$ cat src/rtl/counter_seq_ctrl.sv
`default_nettype none
// ============================================================================
// counter_seq_ctrl : load / prescaled count-down / terminal-count sequencer
// Rev 1.0
// ============================================================================
module counter_seq_ctrl #(
    parameter int WIDTH = 4,
    parameter int PRE_W = 4
) (
    input  logic             clk,
    input  logic             rstn,
    input  logic             start,
    input  logic             stop,
    input  logic [WIDTH-1:0] cfg_load,
    input  logic [PRE_W-1:0] cfg_pre,
    input  logic             cfg_mode,
    output logic [WIDTH-1:0] cnt_out,
    output logic             busy,
    output logic             tc_pulse,
    output logic             done
);

    typedef enum logic [1:0] {
        S_IDLE = 2'd0,
        S_LOAD = 2'd1,
        S_RUN  = 2'd2,
        S_DONE = 2'd3
    } state_t;

    localparam logic [WIDTH-1:0] C_CNT_ONE = {{(WIDTH-1){1'b0}}, 1'b1};
    localparam logic [PRE_W-1:0] C_PRE_ONE = {{(PRE_W-1){1'b0}}, 1'b1};

    state_t             state_q,   state_d;
    logic [WIDTH-1:0]   cnt_q,     cnt_d;
    logic [PRE_W-1:0]   pre_q,     pre_d;
    logic [WIDTH-1:0]   sh_load_q, sh_load_d;
    logic [PRE_W-1:0]   sh_pre_q,  sh_pre_d;
    logic               sh_mode_q, sh_mode_d;
    logic               busy_q,    busy_d;
    logic               tc_q,      tc_d;
    logic               done_q,    done_d;

    always_comb begin
        state_d   = state_q;
        cnt_d     = cnt_q;
        pre_d     = pre_q;
        sh_load_d = sh_load_q;
        sh_pre_d  = sh_pre_q;
        sh_mode_d = sh_mode_q;
        busy_d    = busy_q;
        tc_d      = 1'b0;
        done_d    = done_q;

        if (stop) begin
            state_d = S_IDLE;
            busy_d  = 1'b0;
            done_d  = 1'b0;
        end else if (start) begin
            // Any start (fresh or restart) recaptures config and suppresses a coincident terminal tick.
            state_d   = S_LOAD;
            sh_load_d = cfg_load;
            sh_pre_d  = cfg_pre;
            sh_mode_d = cfg_mode;
            pre_d     = '0;
            busy_d    = 1'b1;
            done_d    = 1'b0;
        end else begin
            case (state_q)
                S_LOAD: begin
                    cnt_d   = sh_load_q;
                    pre_d   = '0;
                    state_d = S_RUN;
                    busy_d  = 1'b1;
                end
                S_RUN: begin
                    if (pre_q == sh_pre_q) begin
                        pre_d = '0;
                        if (cnt_q != '0) begin
                            cnt_d = cnt_q - C_CNT_ONE;
                        end else begin
                            tc_d = 1'b1;
                            if (sh_mode_q) begin
                                cnt_d = sh_load_q;
                            end else begin
                                state_d = S_DONE;
                                busy_d  = 1'b0;
                                done_d  = 1'b1;
                            end
                        end
                    end else begin
                        pre_d = pre_q + C_PRE_ONE;
                    end
                end
                default: ;
            endcase
        end
    end

    always_ff @(posedge clk or negedge rstn) begin
        if (!rstn) begin
            state_q   <= S_IDLE;
            cnt_q     <= '0;
            pre_q     <= '0;
            sh_load_q <= '0;
            sh_pre_q  <= '0;
            sh_mode_q <= 1'b0;
            busy_q    <= 1'b0;
            tc_q      <= 1'b0;
            done_q    <= 1'b0;
        end else begin
            state_q   <= state_d;
            cnt_q     <= cnt_d;
            pre_q     <= pre_d;
            sh_load_q <= sh_load_d;
            sh_pre_q  <= sh_pre_d;
            sh_mode_q <= sh_mode_d;
            busy_q    <= busy_d;
            tc_q      <= tc_d;
            done_q    <= done_d;
        end
    end

    assign cnt_out  = cnt_q;
    assign busy     = busy_q;
    assign tc_pulse = tc_q;
    assign done     = done_q;

endmodule
`default_nettype wire

$ cat config.mk
export PLATFORM = sky130hd
export DESIGN_NAME = counter_seq_ctrl
export DESIGN_NICKNAME = d
export VERILOG_FILES = /design/src/rtl/counter_seq_ctrl.sv
export SDC_FILE = /design/constraint.sdc
export NUM_CORES = 1
export LEC_CHECK = 0
export CORE_ASPECT_RATIO = 1.4
export CORE_MARGIN = 2
export CORE_UTILIZATION = 24
export CTS_CLUSTER_DIAMETER = 30
export DETAILED_ROUTE_END_ITERATION = 10
export PLACE_DENSITY = 0.49
export SLEW_MARGIN = 15
export SYNTH_ARGS = -nofsm -noshare
export SYNTH_HDL_FRONTEND = slang
export SYNTH_SLANG_ARGS = --single-unit
$ cat constraint.sdc
create_clock -name clk -period 3.42 [get_ports clk]
set_input_delay 0.684 -clock clk [delete_from_list [all_inputs] [get_ports clk]]
set_output_delay 0.684 -clock clk [all_outputs]
set_load 0.005 [all_outputs]
==> results.md, run 1 <==
- Outcome: complete, no violations
- Max Root-Sink Buffers: 2
- Total design power: between 0.0006 and 0.0007 W
- Largest net degree at the start of global routing: 23
- Initial Utilization: 0.247
- Share of synthesized cell area in and, or, nand and nor gates: 0.176
- # rows: 30
- Unrepaired setup endpoints after global routing: false
- Final nets: between 150 and 200
- GR Overflow Total: 0
- Worst-margin pin slew: 0.869 ns
- Fin area: 1500 um^2
- CP peak stage delay: between 0.5 and 0.6 ns
- Htree depth: 1
- Share of layout cells above drive strength 1: 0.0752
- Reg clk slew, reported paths: ~0.08 ns
- Pre-antenna DRT Iters: 4
- Insertion delay to the later sink of the worst-skew pair: between 0.2 and 0.3 ns
- Critical path arrival: 2.47 ns
- Slowest-stage cell, CP: clkdlybuf4s50_1
- Hold Violations, Final: 0
- Seq/Total Area, Yosys: 0.464
- Routed vias: about 940
- Maximum VDD drop: 256 uV
- Final WL: roughly 2.7 mm
- YS warnings: 0
- TritonCTS Buffers: 3
- Vias in the first global route: approximately 920
- Die X: between 60 and 70 um
- Cells along the critical path: clkdlybuf4s50_1, or3b_1, or2_2, o21a_1, a211oi_2
- Diodes inserted: 0
- Max-Cap Viols: 0
- Clk sink count: 22
- Initial antenna violation count: 0
- Crit path kind: in -> reg
- Ports: 20
- Core footprint: 4800 um^2
- Power Density: 436 nW/um^2
- Rel. slew slack: 0.413
- Postcts setup bufs: 0
- Remaining DRCs: 0
- Dominant synthesized flop cell: dfrtp_1
- Pins over their slew limit: 0
- All-Layer GR Usage: 0.102
- Cell Area, Placed: 1460 um^2
- Layout fillers: 520
- Static Leak: 0.632 nW
- Via/cell ratio: about 4.8
- Critical path data required time: around 3.6 ns
- DP HPWL: between 2 and 2.5 mm
- CTS tree: built
- Compound-Gate Fraction of Synth Area: 0.154
- Post-cts resize count: 0
- Post-route ant nets: 0
- Hold WC Path Type: reg -> reg
- Largest family of logic cells by synthesized area: simple AND/OR/NAND/NOR gates
- Post-Synth XOR/XNOR Area: 0.0295
- Die area: ~5500 um^2
- Crit Path Max Fanout: 9
- Clock Skews: 0.00667 ns
- Die H: approximately 87 um
- Highest Clock Rate: between 400 and 500 MHz
- Count of cell types in the netlist: 42
- Worst Setup End Kind: register
- Setup slack after layout: 1.12 ns
- Commonest non-fill, non-tap cell in the layout: dfrtp_1
- WL per Instance: 13.6 um
- Drt initial violations: 17
- Synth Area in Adders: 0.0421
- Placer Congestion: 0.905
- Cells after Synth: around 110
- IO Port Bufs: 19
- FFs w/ async S/R, synth: 1.00
- Root Buffer: clkbuf_8
- Cell Area, Synth: approximately 1200 um^2
- Most frequent cells in the layout: 22 x dfrtp_1, 19 x clkdlybuf4s50_1, 9 x inv_1, 6 x nor2_1, 6 x mux2_1
- Final worst path period share: 0.673
- Worst slack, placed: between 0.8 and 0.9 ns
- EDFF count, synth: 0
- First-pass GRT wire length: 4.44 mm
- Mux share of post-synthesis cell area: 0.0927
- # setup viols final: 0
- Shortest period the worst path allows: about 2.3 ns
- Min Hold Slack: about 0.5 ns
- CP Launch Type: input pin
- Synthesis-stage register bit count: 22
- Syn_area_per_cell: between 10 and 15 um^2
- Synth Net Count: 130
- Cts hold-fix bufs: 0
- Syn-to-layout area delta: 26.1%
- Setup TNS: 0 ns
## cell type report
type | count | area (um^2) | share of cell area
inverter | 9 | 33.8 | 0.0226
tap | 64 | 80.1 | 0.0535
timing repair buffer | 21 | 205 | 0.137
multi-input combinational | 78 | 587 | 0.392
sequential | 22 | 551 | 0.368
clock buffer | 3 | 41.3 | 0.0276
## path summary, 6_finish.rpt
kind	depth (start not counted)	start	end	slack (ns)
worst max-delay path	5	start	cnt_out[2]$_DFFE_PN0P_	1.12
worst min-delay path	1	sh_pre_q[0]$_DFFE_PN0P_	sh_pre_q[0]$_DFFE_PN0P_	0.51
worst max register to register	6	state_q[0]$_DFFE_PN0P_	cnt_out[2]$_DFFE_PN0P_	1.16
worst min register to register	1	sh_pre_q[0]$_DFFE_PN0P_	sh_pre_q[0]$_DFFE_PN0P_	0.51
max in group asynchronous	2	rstn	cnt_out[2]$_DFFE_PN0P_	2.42
min in group asynchronous	2	rstn	sh_pre_q[0]$_DFFE_PN0P_	0.77
## cell families after synthesis
| logic type | Yosys count |
|---|---|
| AOI/OAI and AO/OA | 24 |
| and+or+nand+nor | 36 |
| buffers and inverters | 13 |
| muxes | 10 |
| DFF | 22 |
| xor gates and xnor gates | 4 |
| adders and majority gates | 4 |
## Yosys cell counts (3+ instances only)
master | n | area (um^2)
dfrtp_1 | 22 | 551
ha_1 | 4 | 50.1
inv_1 | 9 | 33.8
mux2_1 | 6 | 67.6
nand2_1 | 5 | 18.8
nand2b_1 | 3 | 18.8
nand3_1 | 3 | 15.0
nor2_1 | 6 | 22.5
nor3_1 | 5 | 25.0
xor2_1 | 4 | 35.0
## metal layers
metal	wire (um)	GRT usage	up-vias
met5	0	0	-
li1	-	-	455
met2	1530	0.196	14
met1	1060	0.110	467
met3	64	0.0129	2
met4	28	0.0474	0
## worst max-delay path: cells and delay by family
family | cells | cell delay [ns]
buffers and inverters | 1 | 0.54
AND/OR/NAND/NOR | 2 | 0.80
AO/OA/AOI/OAI | 2 | 0.45
## stage by stage
step / utilization / std cells
after floorplan: - / 113
after global placement: 0.303 / 194
after detailed placement: 0.303 / 194
after CTS: 0.312 / 197
after global routing: 0.312 / 197
final: 0.312 / 197
## where the power goes
group | internal, W | switching (W) | leakage, nW | total [W]
logic | 0.0000878 | 0.0000738 | 0.339 | 0.000162
clock network | 0.0000785 | 0.0000801 | 0.0216 | 0.000159
registers | 0.000294 | 0.0000384 | 0.271 | 0.000332
## registers in the layout, indices dropped and copies added (netlist names)
name and cells:
done 1, sh_load_q 4, pre_q 4, state_q 2
sh_pre_q 4, busy 1, sh_mode_q 1, cnt_out 4
tc_pulse 1
No activity file was read; power rests on OpenSTA's default activity.
==> run 2, diff against run 1 <==
Settings changed: PLACE_DENSITY 0.49 to 0.51.
Clock period 3.42 ns to 2 ns, I/O delays scaled along.
==> results.md, run 2 (synthesis results as in run 1) <==
- Share of layout cells above drive strength 1: 0.148 (+0.0727)
- Die X: 63.4 um (unchanged)
- Reg clk slew, reported paths: 0.09 ns (about the same)
- Core footprint: 4800 um^2 (unchanged)
- All-Layer GR Usage: 0.110 (+0.00717)
- DP HPWL: 2.17 mm (+6.3%)
- Critical path arrival: 2.09 ns (-0.38 ns)
- Htree depth: 1 (unchanged)
- Final nets: 160 (+5.3%)
- Crit Path Max Fanout: 3 (-6)
- Crit path kind: reg -> reg
- Worst Setup End Kind: register
- Hold WC Path Type: in -> async
- Rel. slew slack: 0.754 (+0.342)
- Placer Congestion: 0.803 (-11%)
- Uppermost layer routed: met4
- Root Buffer: clkbuf_8
- Maximum VDD drop: 408 uV (+59%)
- Clock Skews: 0.00367 ns (-0.00300 ns)
- Via/cell ratio: 4.90 (+2.9%)
- Met2 WL post-DR: 1.51 mm (-1.0%)
- Max-Cap Viols: 0 (unchanged)
- # setup viols final: 0 (unchanged)
- Drt initial violations: 17 (unchanged)
- Post-route ant nets: 0 (unchanged)
- Commonest non-fill, non-tap cell in the layout: dfrtp_1
- Final core area utilization: 0.330 (+0.0182)
- Final WL: 2.81 mm (+5.2%)
- CP Launch Type: register
- TritonCTS Buffers: 3 (unchanged)
- Shortest period the worst path allows: approximately 1.9 ns
- Initial Utilization: 0.247 (unchanged)
- Fin cells: 206 (+4.6%)
- Static Leak: 0.680 nW (+7.6%)
- WL per Instance: 13.7 um (+0.64%)
- WL met1: 1.07 mm (+1.5%)
- Clk sink count: 22 (unchanged)
- Critical path data required time: 2.19 ns (-1.40 ns)
- Setup TNS: 0 ns (unchanged)
- Ports: 20 (unchanged)
- Outcome: complete, no violations
- Power Density: 755 nW/um^2 (+73%)
- Placed Cells: 202 (+4.1%)
- Routed vias: 1,009 (+7.6%)
- # rows: 30 (unchanged)
- Total design power: 0.00120 W (+84%)
- Highest Clock Rate: around 520 MHz
- Wire length on met3: 112 um (+75%)
- First-pass GRT wire length: 4.74 mm (+6.9%)
- Unrepaired setup endpoints after global routing: false
- Postcts setup bufs: 0 (unchanged)
- Worst-margin pin slew: 0.367 ns (-0.501 ns)
- Pre-antenna DRT Iters: 4 (unchanged)
- Most frequent cells in the layout: 22 x dfrtp_1, 19 x clkdlybuf4s50_1, 10 x buf_4, 9 x inv_1
- Initial antenna violation count: 0 (unchanged)
- Cell Area, Placed: 1520 um^2 (+4.1%)
- Insertion delay to the later sink of the worst-skew pair: 0.27 ns (about the same)
- IO Port Bufs: 19 (unchanged)
- CTS tree: built
- Die H: 87.2 um (unchanged)
- Max Root-Sink Buffers: 2 (unchanged)
- Fin area: 1590 um^2 (+5.8%)
- GR Overflow Total: 0 (unchanged)
- Remaining DRCs: 0 (unchanged)
- Syn-to-layout area delta: 33.5%
- Vias in the first global route: 1,075 (+16%)
- Final worst path period share: 0.955
- Diodes inserted: 0 (unchanged)
- Die area: 5530 um^2 (unchanged)
- Largest net degree at the start of global routing: 23 (unchanged)
- Hold Violations, Final: 0 (unchanged)
- Pins over their slew limit: 0 (unchanged)
run 2: cell count changes in the layout (fill, tap and decap cells not counted):
cell      before  now
clkbuf_8       3    4
nor4b_2        0    1
buf_4          2   10
o311ai_2       0    1
o311ai_1       2    1
nor4b_1        2    1
run 2: stage by stage:
stage	hold slack, ns	worst slack [ns]
after global routing	0.497	0.00316
after CTS	0.486	0.108
after floorplan	0.104	0.165
after detailed placement	0.503	-0.120
after global placement	0.492	-0.100
final	0.479	0.0904
run 2: final cells by class:
class                           count  area, um^2
Clock buffer                        4        55.1
Fill cell                         539        3220
Inverter                            9        33.8
Multi-Input combinational cell     78         601
Sequential cell                    22         551
Tap cell                           64        80.1
Timing Repair Buffer               29         265
run 2: metal layers:
metal,track usage,up-vias
met5,0,-
met4,0.0751,0
met3,0.0155,12
met2,0.207,28
met1,0.110,495
li1,-,474
run 2: report_power, final:
group / switching, W / total (W) / internal [W]
Sequential: 0.0000620 / 0.000564 / 0.000502
Clock: 0.000156 / 0.000332 / 0.000176
Combinational: 0.000137 / 0.000301 / 0.000164
run 2: what timing repair did:
item	4_1_cts	5_1_grt
gates resized for setup	0	2
setup endpoints to repair	0	2
hold buffers	0	0
run 2: worst paths after layout:
path                                               from                      end  slack, ns  depth (start not counted)
worst max-delay path             state_q[0]$_DFFE_PN0P_   cnt_out[2]$_DFFE_PN0P_       0.09                          6
min in group clk                sh_pre_q[3]$_DFFE_PN0P_  sh_pre_q[3]$_DFFE_PN0P_       0.51                          1
worst min register to register  sh_pre_q[3]$_DFFE_PN0P_  sh_pre_q[3]$_DFFE_PN0P_       0.51                          1
worst max register to register   state_q[0]$_DFFE_PN0P_   cnt_out[2]$_DFFE_PN0P_       0.09                          6
max in group asynchronous                          rstn   cnt_out[0]$_DFFE_PN0P_       1.29                          2
worst min-delay path                               rstn    sh_mode_q$_DFFE_PN0P_       0.48                          2
run 2: critical path, stage by stage (launching register included):
cell and delay [ns]:
dfrtp_1 0.41, inv_1 0.07, ha_1 0.17, or3b_1 0.39, or2_2 0.34, o21a_1 0.23, a211oi_2 0.22
==> run 3, diff against run 2 <==
Settings changed: SETUP_SLACK_MARGIN set to 0.4, TNS_END_PERCENT set to 30.
Clock period 2 ns to 1.7 ns, I/O delays scaled along.
==> results.md, run 3 (synthesis results as in run 1) <==
- Core footprint: 4800 um^2 (unchanged)
- Pre-antenna DRT Iters: 4 (unchanged)
- Worst-margin pin slew: 0.384 ns (+0.0168 ns)
- Highest Clock Rate: 578 MHz (+10%)
- Critical path buffer and inverter count: 0 (-1)
- First-pass GRT wire length: 4.98 mm (+5.1%)
- Root Buffer: clkbuf_8
- Syn-to-layout area delta: 54.5%
- Commonest non-fill, non-tap cell in the layout: buf_4
- Die H: 87.2 um (unchanged)
- Most frequent cells in the layout: 22 x buf_4, 21 x dfrtp_1, 11 x clkdlybuf4s50_1, 8 x buf_6, 7 x inv_1
- Critical path arrival: 1.86 ns (-0.23 ns)
- Min Hold Slack: 0.420 ns (-0.0590 ns)
- Unrepaired setup endpoints after global routing: true
- Htree depth: 1 (unchanged)
- Die X: 63.4 um (unchanged)
- Initial antenna violation count: 0 (unchanged)
- Slowest-stage cell, CP: or4_4
- Reg clk slew, reported paths: 0.08 ns (about the same)
- Remaining DRCs: 0 (unchanged)
- Final nets: 178 (+11%)
- Reg2reg end: cnt_out[3]$_DFFE_PN0P_
- Die area: 5530 um^2 (unchanged)
- FF-to-FF path depth: 4 (-2)
- Post-route ant nets: 0 (unchanged)
- Via/cell ratio: 4.72 (-3.6%)
- Setup slack after layout: -0.0311 ns (-0.121 ns)
- DP HPWL: 2.23 mm (+2.5%)
- Worst Setup End Kind: register
- Power Density: 816 nW/um^2 (+8.1%)
- Shortest period the worst path allows: 1.73 ns (-0.179 ns)
- Static Leak: 0.799 nW (+18%)
- Clk sink count: 22 (unchanged)
- CTS tree: built
- Insertion delay to the later sink of the worst-skew pair: 0.26 ns (about the same)
- Outcome: complete, but fails checks
- Maximum VDD drop: 525 uV (+29%)
- Delay-heaviest family, CP: simple AND/OR/NAND/NOR gates
- IO Port Bufs: 19 (unchanged)
- Hold WC Path Type: in -> async
- Drt initial violations: 13 (-4)
- CP Launch Type: register
- Final WL: 2.91 mm (+3.5%)
- Max-Cap Viols: 0 (unchanged)
- Final core area utilization: 0.382 (+0.0518)
- WL per Instance: 13.0 um (-4.8%)
- Rel. slew slack: 0.743 (-0.0113)
- Crit path kind: reg -> reg
- Routed vias: 1,058 (+4.9%)
- All-Layer GR Usage: 0.115 (+0.00540)
- Crit Path Max Fanout: 6 (+3)
- GR Overflow Total: 0 (unchanged)
- Failing checks: setup timing
- # rows: 30 (unchanged)
- Max Root-Sink Buffers: 2 (unchanged)
- TritonCTS Buffers: 3 (unchanged)
- R2R setup slack: -0.03 ns (-0.12 ns)
- Placer Congestion: 0.888 (+11%)
- Initial Utilization: 0.247 (unchanged)
- Diodes inserted: 0 (unchanged)
- Final worst path period share: 1.02 (+0.0635)
- Largest net degree at the start of global routing: 23 (unchanged)
- Clock Skews: 0.00646 ns (+0.00279 ns)
- Pins over their slew limit: 0 (unchanged)
- Cells along the critical path: xor2_1, or4_4, o311ai_1, o211ai_1
- Cts hold-fix bufs: 0 (unchanged)
- Vias in the first global route: 1,078 (+0.28%)
- # setup viols final: 2 (+2)
- Reg-to-reg startpoint: pre_q[3]$_DFFE_PN0P_
- Share of layout cells above drive strength 1: 0.369 (+0.221)
- Ports: 20 (unchanged)
- Critical path data required time: 1.83 ns (-0.36 ns)
- Hold Violations, Final: 0 (unchanged)
- CP peak stage delay: 0.60 ns (+0.19 ns)
## run 3: power by group
part	total, W	switching, W	internal [W]
sequential	0.000669	0.0000774	0.000592
combinational	0.000456	0.000196	0.000260
clock	0.000373	0.000166	0.000206
total	0.00150	0.000440	0.00106
## run 3: stage by stage
stage | setup TNS [ns] | cells | setup WS (ns) | cell area, um^2 | total power [W]
floorplan | -0.0581 | 113 | -0.0218 | 1230 | 0.000870
global placement | -1.43 | 212 | -0.211 | 1630 | 0.00106
detailed placement | -1.56 | 212 | -0.250 | 1630 | 0.00108
CTS | -0.0685 | 223 | -0.0429 | 1780 | 0.00149
global route | -0.312 | 224 | -0.108 | 1830 | 0.00159
finish | -0.0550 | 224 | -0.0311 | 1830 | 0.00150
## run 3: worst max path at each step
stage               cells past startpoint                      to                    from  slack, ns
floorplan                               5  cnt_out[3]$_DFFE_PN0P_    pre_q[2]$_DFFE_PN0P_      -0.02
global placement                        5  cnt_out[3]$_DFFE_PN0P_                    stop      -0.21
detailed placement                      5  cnt_out[2]$_DFFE_PN0P_                    stop      -0.25
CTS                                     6  cnt_out[2]$_DFFE_PN0P_  state_q[0]$_DFFE_PN0P_      -0.04
global route                            6  cnt_out[3]$_DFFE_PN0P_  state_q[0]$_DFFE_PN0P_      -0.11
finish                                  4  cnt_out[3]$_DFFE_PN0P_    pre_q[3]$_DFFE_PN0P_      -0.03
## run 3: layout make-up
type	count	area, um^2
Inverter	9	33.8
Timing Repair Buffer	47	422
Sequential cell	22	552
Multi-Input combinational cell	78	692
Fill cell	511	2970
Clock buffer	4	55.1
Tap cell	64	80.1
## run 3: what timing repair did
item,in CTS,in global routing
setup buffers,7,1
resized for setup,30,10
pin swaps,11,10
setup endpoints to repair,29,23
## run 3: routing by layer
layer  vias up  track usage  wire length [um]
met1       523        0.127              1180
li1        507            -                 -
met3         6       0.0142                90
met2        22        0.213              1570
met5         -            0                 0
met4         0       0.0593                70
